### config.mk
export PLATFORM = sky130hd
export DESIGN_NAME = board_controller
export DESIGN_NICKNAME = d
export VERILOG_FILES = /design/src/rtl/tictactoe_pkg.sv /design/src/rtl/win_detect.sv /design/src/rtl/board_controller.sv
export SDC_FILE = /design/constraint.sdc
export NUM_CORES = 1
export LEC_CHECK = 0
export BUFFER_PORTS_ARGS = -buffer_cell sky130_fd_sc_hd__buf_4
export CAP_MARGIN = 10
export CORE_ASPECT_RATIO = 1.4
export CORE_MARGIN = 8
export CORE_UTILIZATION = 55
export CTS_BUF_LIST = sky130_fd_sc_hd__clkbuf_4 sky130_fd_sc_hd__clkbuf_8
export CTS_CLUSTER_SIZE = 30
export DETAILED_ROUTE_END_ITERATION = 16
export PLACE_DENSITY_LB_ADDON = 0.05
export SETUP_SLACK_MARGIN = 0.2
export SYNTH_ARGS = -nofsm -noshare
export SYNTH_HDL_FRONTEND = slang
export SYNTH_HIERARCHICAL = 1
export SYNTH_SLANG_ARGS = --single-unit
### constraint.sdc
create_clock -name iCLK -period 4.08 [get_ports iCLK]
set_clock_uncertainty 0.05 [all_clocks]
set_input_delay 0.612 -clock iCLK [delete_from_list [all_inputs] [get_ports iCLK]]
set_output_delay 0.612 -clock iCLK [all_outputs]
set_load 0.05 [all_outputs]
### src/rtl/tictactoe_pkg.sv
// tictactoe_pkg: cell codes, game states and the eight winning lines shared by the board controller.
package tictactoe_pkg;
    localparam int CELLS = 9;
    typedef enum logic [1:0] {EMPTY = 2'b00, P1 = 2'b10, P2 = 2'b11} cell_t;
    typedef enum logic [1:0] {PLAY = 2'd0, CHECK = 2'd1, WIN = 2'd2, DRAW = 2'd3} state_t;
    // Rows, then columns, then the two diagonals; line l maps to bit l of the win mask.
    localparam logic [0:7][0:2][3:0] WIN_LINES = '{
        '{4'd0, 4'd1, 4'd2}, '{4'd3, 4'd4, 4'd5}, '{4'd6, 4'd7, 4'd8},
        '{4'd0, 4'd3, 4'd6}, '{4'd1, 4'd4, 4'd7}, '{4'd2, 4'd5, 4'd8},
        '{4'd0, 4'd4, 4'd8}, '{4'd2, 4'd4, 4'd6}
    };
endpackage

### src/rtl/win_detect.sv
// win_detect: flags every completed line on the board and reports the code occupying it.
module win_detect import tictactoe_pkg::*; (
    input  logic [CELLS-1:0][1:0] board,
    output logic [7:0]            line_mask,
    output logic [1:0]            win_code
);
    always_comb begin
        line_mask = '0;
        win_code = EMPTY;
        for (int l = 0; l < 8; l++)
            if (board[WIN_LINES[l][0]] != EMPTY && board[WIN_LINES[l][0]] == board[WIN_LINES[l][1]]
                && board[WIN_LINES[l][1]] == board[WIN_LINES[l][2]]) begin
                line_mask[l] = 1'b1;
                win_code = board[WIN_LINES[l][0]];
            end
    end
endmodule

### src/rtl/board_controller.sv
// board_controller: tic-tac-toe game state, cursor and board registers feeding the VGA renderer.
module board_controller #(
    parameter int CELLS = 9
) (
    input  logic                  iCLK,
    input  logic                  iRST,
    input  logic                  iNEXT,
    input  logic                  iPLACE,
    input  logic                  iNEW_GAME,
    output logic [CELLS-1:0][1:0] board,
    output logic [3:0]            oCURSOR,
    output logic                  oTURN,
    output logic [1:0]            oSTATE,
    output logic [1:0]            oWINNER,
    output logic [7:0]            oWIN_LINE,
    output logic                  oINVALID
);
    import tictactoe_pkg::*;
    state_t     state;
    logic [3:0] moves;
    logic [7:0] line_mask;
    logic [1:0] win_code;
    win_detect u_win (.board(board), .line_mask(line_mask), .win_code(win_code));
    assign oSTATE = state;
    always_ff @(posedge iCLK) begin
        oINVALID <= 1'b0;
        if (iRST || iNEW_GAME) begin
            board     <= '0;
            oCURSOR   <= '0;
            oTURN     <= 1'b0;
            state     <= PLAY;
            oWINNER   <= EMPTY;
            oWIN_LINE <= '0;
            moves     <= '0;
        end else begin
            case (state)
                PLAY:
                    if (iPLACE) begin
                        if (board[oCURSOR] == EMPTY) begin
                            board[oCURSOR] <= oTURN ? P2 : P1;
                            moves <= moves + 4'd1;
                            state <= CHECK;
                        end else
                            oINVALID <= 1'b1;
                    end else if (iNEXT)
                        oCURSOR <= (oCURSOR == 4'd8) ? 4'd0 : oCURSOR + 4'd1;
                CHECK:
                    if (line_mask != 8'd0) begin
                        state     <= WIN;
                        oWINNER   <= win_code;
                        oWIN_LINE <= line_mask;
                    end else if (moves == 4'd9)
                        state <= DRAW;
                    else begin
                        oTURN <= ~oTURN;
                        state <= PLAY;
                    end
                default: ;
            endcase
        end
    end
endmodule

==> flow_summary.json, run 1 <==
{
  "cts_resized": 0,
  "cpMostUsedCell": "nor3_1",
  "clock_power_share": 0.431,
  "synth_edf_count": 0,
  "overflow": 0,
  "fmax_mhz": 362,
  "slowest_delay_ns": 0.66,
  "antenna_cells": 0,
  "finalPower_uw": 800,
  "worst_slew_pin_slew_ns": 1.08,
  "cts_hold_buf": 0,
  "cp-start-kind": "flip-flop",
  "clk_pin_slew_worst_paths_ns": 0.09,
  "vdd_drop_max_v": 0.000272,
  "placed_area_um2": 2780,
  "crit_path_cell_trace": "nor3_1 > o2111ai_1 > o41a_1 > inv_1 > or4_1 > nor2_1 > nor3_1 > buf_4 > nand2b_1 > a21oi_1",
  "initial_core_util": 0.577,
  "post-route-period-util": 0.677,
  "switching_power_uw": 187,
  "finalNetCount": 338,
  "ys_types": 62,
  "postCtsSetupBuffers": 0,
  "min_path_type": "flip-flop to flip-flop",
  "avgSynthCellArea_um2": 8.49,
  "swShare": 0.233,
  "dieArea_um2": 6870,
  "finalInstanceArea_um2": 2900,
  "seq_area_frac_synth": 0.327,
  "fp.dieW_um": 72.4,
  "die_y_um": 94.9,
  "rsz0062_at_grt": "no",
  "cts.path.max_buffers": 2,
  "critPathLaunch": "board[8]$_SDFFE_PP0P_",
  "syn_nets": 299,
  "seqPwrFrac": 0.499,
  "coreArea_um2": 4240,
  "htree_levels": 2,
  "power_density_nw_per_um2": 276,
  "numClockSinks": 40,
  "vias": 2317,
  "crit_arrival_ns": 2.94,
  "numCtsBuffers": 5,
  "final_max_slew_viol_count": 0,
  "antenna_found_initial": 0,
  "relSlewSlack": 0.276,
  "ys_warn_count": 6,
  "synth_area_um2": 2450,
  "hold_violations": 0,
  "rr_startpoint": "board[8]$_SDFFE_PP0P_",
  "synth_top_area_share": 0.327,
  "dr.pass1.iters": 4,
  "intPower_uw": 613,
  "ys_seq_elements": 40,
  "drc": 0,
  "hpwl_um": 4780,
  "synthArstFlopShare": 0,
  "cap_violations": 0,
  "grt_pass1_wl_um": 10700,
  "outcome": "complete, no violations",
  "endpoint_kind": "flip-flop",
  "numPortBuffers": 40,
  "via_per_inst": 5.97,
  "area_growth_syn_to_layout_pct": 18.7,
  "utilization": 0.685,
  "grt_max_degree": 29,
  "row_count": 28,
  "fin_crit_ns": 2.76,
  "gp_congestion": 0.931,
  "antenna_left": 0,
  "first_iter_violations": 162,
  "cts-root-buf": "clkbuf_8",
  "fin_tns_setup_ns": 0,
  "synth_area_leaders": "dfxtp_1 33%, mux2i_1 8.2%, o2111ai_1 3.9%",
  "ioPinCount": 41,
  "wire_per_inst_um": 17.3,
  "hp-start": "oWIN_LINE[1]$_SDFFE_PP0P_",
  "cts_tree": "yes",
  "crit_type": "flip-flop to flip-flop",
  "grt_pass1_vias": 2216,
  "drt_wl_total_um": 6700,
  "worstPathMaxFanout": 14,
  "clock_latency_ns": 0.29,
  "combinationalPowerShare": 0.070,
  "ys.flop_type": "dfxtp_1",
  "synthCells": 288,
  "worstPathRequired_ns": 4.26,
  "finalSetupViolations": 0,
  "drive_above_1_share": 0.238,
  "fill_cells": 368,
  "slowest_stage": "dfxtp_1",
  "synth_largest_area_cell": "dfxtp_1",
  "p_leak_nw": 1.19,
  "globalRouteTotalUtil": 0.193
}
-- path summary, 6_finish.rpt --
kind | endpoint | slack, ns | cells after the start
max | oWIN_LINE[2]$_SDFFE_PP0P_ | 1.32 | 10
max reg2reg | oWIN_LINE[2]$_SDFFE_PP0P_ | 1.32 | 10
min | oWIN_LINE[1]$_SDFFE_PP0P_ | 0.44 | 2
min reg2reg | oWIN_LINE[1]$_SDFFE_PP0P_ | 0.44 | 2
-- per-layer routing --
| metal | vias up | routed length [um] | track usage | part of all wire |
|---|---|---|---|---|
| li1 | 1141 | - | - | - |
| met1 | 1088 | 2760 | 0.206 | 0.41 |
| met2 | 72 | 3360 | 0.356 | 0.50 |
| met3 | 16 | 382 | 0.0382 | 0.057 |
| met4 | 0 | 202 | 0.0803 | 0.030 |
| met5 | - | 0 | 0 | 0 |
-- power groups by stage --
stage | Clock (mW) | Combinational [mW] | Sequential (mW)
finish | 0.345 | 0.0560 | 0.399
global route | 0.364 | 0.0606 | 0.400
detailed placement | 0 | 0.0555 | 0.408
CTS | 0.351 | 0.0560 | 0.399
global placement | 0 | 0.0552 | 0.408
floorplan | 0 | 0.0372 | 0.414
-- area by class of cell --
| type | count | area, um2 | share of cell area |
|---|---|---|---|
| clock buffers | 6 | 82.6 | 0.0284 |
| clock inverters | 2 | 38.8 | 0.0134 |
| inverters | 22 | 83.8 | 0.0289 |
| multi-input cells | 213 | 1480 | 0.511 |
| flip-flops and latches | 40 | 801 | 0.276 |
| well taps | 60 | 75.1 | 0.0259 |
| repair buffers | 45 | 338 | 0.116 |
-- cell usage after synthesis, drive strengths merged (2+ instances only) --
| master | count |
|---|---|
| o21ai | 11 |
| a31oi | 2 |
| nand4b | 2 |
| a211oi | 2 |
| dfxtp | 40 |
| ha | 6 |
| o41ai | 4 |
| nand2b | 6 |
| clkbuf | 5 |
| buf | 8 |
| or3 | 4 |
| nand2 | 26 |
| a21oi | 20 |
| or4 | 2 |
| nor4b | 2 |
| nor2b | 9 |
| o211a | 2 |
| nor3b | 3 |
| nor3 | 19 |
| o211ai | 4 |
| a221oi | 2 |
| nor2 | 20 |
| or4b | 2 |
| mux2i | 20 |
| inv | 21 |
| o2111ai | 13 |
| and3 | 11 |
| nand3b | 2 |
| nand3 | 5 |
-- sequential cells by signal (all words and copies together) (netlist names) --
| signal | flops |
|---|---|
| board | 18 |
| oWIN_LINE | 8 |
| moves | 4 |
| oCURSOR | 4 |
| oSTATE | 2 |
| oWINNER | 2 |
| oINVALID | 1 |
| oTURN | 1 |
-- layout by cell type, fill, tap and decap left out, drive strengths merged, types with 2 or more instances in the layout --
master	instances
and3	11
buf	45
mux2i	20
nand4b	2
a211oi	2
a221oi	2
o2111ai	13
nor2	20
nand3	5
a21oi	20
nor3b	3
or4b	2
o211ai	4
inv	21
or3	4
dfxtp	40
clkinv	2
or4	2
nor3	19
nand3b	2
nand2b	6
nand2	26
clkbuf	6
ha	6
o21ai	11
a31oi	2
o211a	2
nor2b	9
o41ai	4
nor4b	2
-- metrics by stage --
stage / worst slack (ns) / hold slack (ns) / cells
after floorplan: 1.21 / 0.397 / 288
after global placement: 1.46 / 0.418 / 380
after detailed placement: 1.42 / 0.423 / 380
after CTS: 1.38 / 0.440 / 388
after global routing: 1.14 / 0.453 / 388
final: 1.32 / 0.436 / 388
-- kinds of logic after synthesis --
family	Yosys count	share of synthesized area
simple gates	117	0.273
xor+xnor	1	0.00358
fa+ha+maj	6	0.0307
flops	40	0.327
compound gates	69	0.217
mux	20	0.0818
buf+inv	35	0.0660
-- worst max-delay path: cells and delay by family, from the launching register on --
kind / cells / cell delay (ns)
buffers and inverters: 2 / 0.27
AND/OR/NAND/NOR: 5 / 1.02
flip-flops: 1 / 0.66
AO/OA/AOI/OAI: 3 / 0.70
(Power assumes the default switching activity.)
==> inputs of run 2 (changes only) <==
==> constraint.sdc (replaced) <==
create_clock -name iCLK -period 2.55 [get_ports iCLK]
set_clock_uncertainty 0.05 [all_clocks]
set_input_delay 0.3825 -clock iCLK [delete_from_list [all_inputs] [get_ports iCLK]]
set_output_delay 0.3825 -clock iCLK [all_outputs]
set_load 0.05 [all_outputs]
==> flow_summary.json, run 2 (synthesis gave the netlist of run 1 again) <==
{
  "via_per_inst": 5.93,
  "worst_slew_pin_slew_ns": 0.745,
  "fmax_mhz": 416,
  "htree_levels": 2,
  "hp-start": "iRST",
  "fin_crit_ns": 2.40,
  "crit_type": "flip-flop to flip-flop",
  "cts.path.max_buffers": 2,
  "first_iter_violations": 221,
  "hold_depth": 3,
  "dieArea_um2": 6870,
  "top_regs": "board (18), oWIN_LINE (8)",
  "rr_startpoint": "board[16]$_SDFFE_PP0P_",
  "finalPower_mw": 1.17,
  "r2r_cells": 11,
  "ioPinCount": 41,
  "vias": 2514,
  "drive_above_1_share": 0.412,
  "row_count": 28,
  "cp.depth": 11,
  "crit_arrival_ns": 2.52,
  "cts_hold_buf": 0,
  "initial_core_util": 0.577,
  "finalInstanceArea_um2": 3370,
  "crit_path_cell_trace": "buf_4 > and3_1 > o21ai_2 > o41ai_2 > buf_4 > or4_4 > nor2_4 > nor3_4 > clkbuf_16 > mux2i_1 > nor2_1",
  "hold_violations": 0,
  "worstPathMaxFanout": 6,
  "grt_pass1_vias": 2349,
  "overflow": 0,
  "slowest_delay_ns": 0.54,
  "power_density_nw_per_um2": 347,
  "globalRouteTotalUtil": 0.202,
  "crit_family": "simple AND/OR/NAND/NOR gates",
  "numCtsBuffers": 5,
  "clock_latency_ns": 0.29,
  "finalSetupViolations": 0,
  "final_common_cell": "buf_4",
  "cts_tree": "yes",
  "cpMostUsedCell": "buf_4",
  "grt_pass1_wl_um": 11100,
  "area_growth_syn_to_layout_pct": 37.6,
  "antenna_left": 0,
  "antenna_found_initial": 0,
  "min_path_type": "input port to flip-flop",
  "drt_wl_total_um": 7300,
  "finalNetCount": 374,
  "worstPathRequired_ns": 2.66,
  "clk_pin_slew_worst_paths_ns": 0.08,
  "vdd_drop_max_v": 0.000359,
  "slowest_stage": "or4_4",
  "p_leak_nw": 1.41,
  "cts-root-buf": "clkbuf_8",
  "antenna_cells": 0,
  "cap_violations": 0,
  "hpwl_um": 4970,
  "largest_reg_flops": 18,
  "placed_area_um2": 2960,
  "rrSetupSlack_ns": 0.15,
  "cp.buffers_inverters": 3,
  "fp.dieW_um": 72.4,
  "grt_max_degree": 29,
  "numClockSinks": 40,
  "critPathLaunch": "board[16]$_SDFFE_PP0P_",
  "wire_per_inst_um": 17.2,
  "r2r-end": "oWIN_LINE[0]$_SDFFE_PP0P_",
  "cp-start-kind": "flip-flop",
  "drc": 0,
  "gp_congestion": 0.846,
  "regMostFlops": "board",
  "numPortBuffers": 40,
  "rsz0062_at_grt": "yes",
  "post-route-period-util": 0.943,
  "endpoint_kind": "flip-flop",
  "min_to": "moves[3]$_SDFFE_PP0P_",
  "outcome": "complete, no violations",
  "relSlewSlack": 0.496,
  "die_y_um": 94.9,
  "final_max_slew_viol_count": 0,
  "final_cell_mix": "75 x buf_4, 25 x nand2_1, 23 x dfxtp_1",
  "coreArea_um2": 4240,
  "dr.pass1.iters": 5
}
-- run 2: cell count changes in the layout (fill, tap and decap cells not counted), sizes merged --
cell	delta
inv	+2
buf	+35
clkbuf	+1
bufinv	-1
clkinv	-1
-- run 2: what timing repair did --
action                     in CTS  in global routing
pin swaps                       1                 10
resized for setup               7                 18
cloned                          0                  1
setup buffers                   5                 17
setup endpoints to repair      12                 12
-- run 2: worst reg2reg max path, delay by kind of cell, from the launching register on --
family / cells / cell delay (ns)
AO/OA/AOI/OAI: 2 / 0.15
multiplexers: 1 / 0.18
buffers and inverters: 3 / 0.48
flip-flops: 1 / 0.37
AND/OR/NAND/NOR: 5 / 1.05
-- run 2: how the worst max path moves through the flow --
| stage | end |
|---|---|
| CTS | oSTATE[0]$_SDFFE_PP0P_ |
| global placement | oWIN_LINE[1]$_SDFFE_PP0P_ |
| detailed placement | oWIN_LINE[5]$_SDFFE_PP0P_ |
| floorplan | oSTATE[0]$_SDFFE_PP0P_ |
| finish | oWIN_LINE[0]$_SDFFE_PP0P_ |
| global route | oWIN_LINE[0]$_SDFFE_PP0P_ |
-- run 2: metrics by stage --
stage	hold slack [ns]	worst slack, ns	cells	util	TNS (ns)
finish	0.321	0.146	424	0.794	0
global route	0.327	0.0236	424	0.794	0
floorplan	0.397	0.155	288	-	0
global placement	0.408	0.00200	393	0.698	0
detailed placement	0.431	-0.0449	393	0.698	-0.224
CTS	0.319	0.203	406	0.739	0
-- run 2: cell type report --
type	instances	area (um2)
Clock buffer	6	82.6
Clock inverter	2	12.5
Fill cell	307	872
Inverter	22	83.8
Multi-Input combinational cell	213	1620
Sequential cell	40	837
Tap cell	60	75.1
Timing Repair Buffer	81	653
-- run 2: power breakdown --
group          switching (mW)  internal [mW]
sequential            0.00723          0.623
clock                   0.217          0.220
combinational          0.0625         0.0372
-- run 2: layer usage --
metal / GRT usage / up-vias / share of wire
li1: - / 1211 / -
met1: 0.230 / 1193 / 0.40
met2: 0.348 / 90 / 0.52
met3: 0.0392 / 20 / 0.060
met4: 0.103 / 0 / 0.027
met5: 0 / - / 0
==> inputs of run 3 (changes only) <==
--- a/config.mk
+++ b/config.mk
@@ -19,3 +19,4 @@
 export SYNTH_HDL_FRONTEND = slang
 export SYNTH_HIERARCHICAL = 1
 export SYNTH_SLANG_ARGS = --single-unit
+export TNS_END_PERCENT = 50
==> constraint.sdc (replaced) <==
create_clock -name iCLK -period 2.9 [get_ports iCLK]
set_clock_uncertainty 0.05 [all_clocks]
set_input_delay 0.435 -clock iCLK [delete_from_list [all_inputs] [get_ports iCLK]]
set_output_delay 0.435 -clock iCLK [all_outputs]
set_load 0.05 [all_outputs]
==> flow_summary.json, run 3 (synthesis gave the netlist of run 1 again) <==
{
  "htree_levels": 2,
  "crit_type": "flip-flop to flip-flop",
  "final_cell_count_no_fill": 401,
  "cts_tree": "yes",
  "final_cell_mix": "58 x buf_4, 37 x dfxtp_1, 25 x nand2_1",
  "clk_pin_slew_worst_paths_ns": 0.08,
  "final_max_slew_viol_count": 0,
  "antenna_cells": 0,
  "grt_use_met3": 0.0456,
  "grt_max_degree": 29,
  "p_leak_nw": 1.25,
  "slowest_stage": "or4_1",
  "finalSetupViolations": 0,
  "top_regs": "board (18), oWIN_LINE (8)",
  "die_y_um": 94.9,
  "fin_crit_ns": 2.55,
  "finalNetCount": 351,
  "cp-start-kind": "flip-flop",
  "via_per_inst": 5.95,
  "outcome": "complete, no violations",
  "dr.pass1.iters": 4,
  "hold_violations": 0,
  "numPortBuffers": 40,
  "globalRouteTotalUtil": 0.195,
  "regMostFlops": "board",
  "dieArea_um2": 6870,
  "numCtsBuffers": 5,
  "cts_hold_buf": 0,
  "cts.path.max_buffers": 2,
  "area_growth_syn_to_layout_pct": 22.9,
  "vias": 2386,
  "crit_arrival_ns": 2.69,
  "fp.dieW_um": 72.4,
  "first_iter_violations": 128,
  "overflow": 0,
  "row_count": 28,
  "drc": 0,
  "rsz0062_at_grt": "no",
  "worst_slew_pin_slew_ns": 0.593,
  "coreArea_um2": 4240,
  "drt_wl_total_um": 6720,
  "clock_latency_ns": 0.30,
  "placed_cells": 392,
  "numClockSinks": 40,
  "post-route-period-util": 0.879,
  "ioPinCount": 41,
  "gp_congestion": 0.929,
  "initial_core_util": 0.577,
  "fmax_mhz": 392,
  "fin_tns_setup_ns": 0,
  "cap_violations": 0,
  "grt_pass1_wl_um": 10800,
  "relSlewSlack": 0.605,
  "final_common_cell": "buf_4",
  "use_met2": 0.342,
  "worstPathRequired_ns": 3.04,
  "wire_per_inst_um": 16.8,
  "antenna_left": 0,
  "cts-root-buf": "clkbuf_8",
  "largest_reg_flops": 18,
  "drive_above_1_share": 0.282,
  "hpwl_um": 4990,
  "worstPathMaxFanout": 10,
  "busiest_layer": "met2",
  "endpoint_kind": "flip-flop",
  "slowest_delay_ns": 0.56,
  "power_density_nw_per_um2": 371,
  "grt_pass1_vias": 2212,
  "antenna_found_initial": 0,
  "grt_use_met1": 0.214,
  "min_path_type": "input port to flip-flop",
  "crit_path_cell_trace": "nor3_1 > o2111ai_1 > and2_2 > inv_1 > or4_1 > or3_1 > a221oi_1",
  "vdd_drop_max_v": 0.000519
}
==> run 3: cell type report <==
| class | instances | area (um2) |
|---|---|---|
| inverter | 22 | 83.8 |
| sequential | 40 | 805 |
| timing repair buffer | 58 | 435 |
| fill | 362 | 1230 |
| multi-input combinational | 213 | 1490 |
| clock inverter | 3 | 46.3 |
| tap | 60 | 75.1 |
| clock buffer | 5 | 68.8 |
==> run 3: worst paths after layout <==
path	to	startpoint	depth (start not counted)	slack [ns]
worst max-delay path	oSTATE[0]$_SDFFE_PP0P_	board[2]$_SDFFE_PP0P_	7	0.35
worst min-delay path	moves[3]$_SDFFE_PP0P_	iRST	3	0.37
worst max register to register	oSTATE[0]$_SDFFE_PP0P_	board[2]$_SDFFE_PP0P_	7	0.35
worst min register to register	oWIN_LINE[2]$_SDFFE_PP0P_	oWIN_LINE[2]$_SDFFE_PP0P_	2	0.44
==> run 3: what timing repair did <==
action                                  4_1_cts  5_1_grt
resized for setup                             0        2
buffers inserted                              0        1
endpoints found under the setup margin        0        9
==> run 3: power breakdown <==
| part | internal (mW) | switching (mW) | total, mW |
|---|---|---|---|
| Combinational | 0.0324 | 0.0524 | 0.0847 |
| Sequential | 0.553 | 0.00786 | 0.561 |
| Clock | 0.259 | 0.209 | 0.469 |
==> run 3: metal layers <==
| layer | part of all wire | vias up |
|---|---|---|
| li1 | - | 1168 |
| met1 | 0.40 | 1142 |
| met2 | 0.52 | 61 |
| met3 | 0.046 | 15 |
| met4 | 0.029 | 0 |
| met5 | 0 | - |
==> run 3: metrics by stage <==
stage	setup WS (ns)	hold slack, ns	power (mW)	utilization	instance area (um2)
floorplan	0.210	0.397	0.634	-	2450
global placement	0.380	0.414	0.657	0.678	2880
detailed placement	0.338	0.430	0.658	0.678	2880
CTS	0.320	0.368	1.12	0.705	2990
global route	0.217	0.388	1.15	0.709	3010
finish	0.350	0.372	1.11	0.709	3010
==> run 3: worst max-delay path: cells and delay by family (launching register included) <==
kind	cells	cell delay (ns)
AO/OA/AOI/OAI	2	0.51
buffers and inverters	1	0.06
flip-flops	1	0.53
AND/OR/NAND/NOR	4	1.29
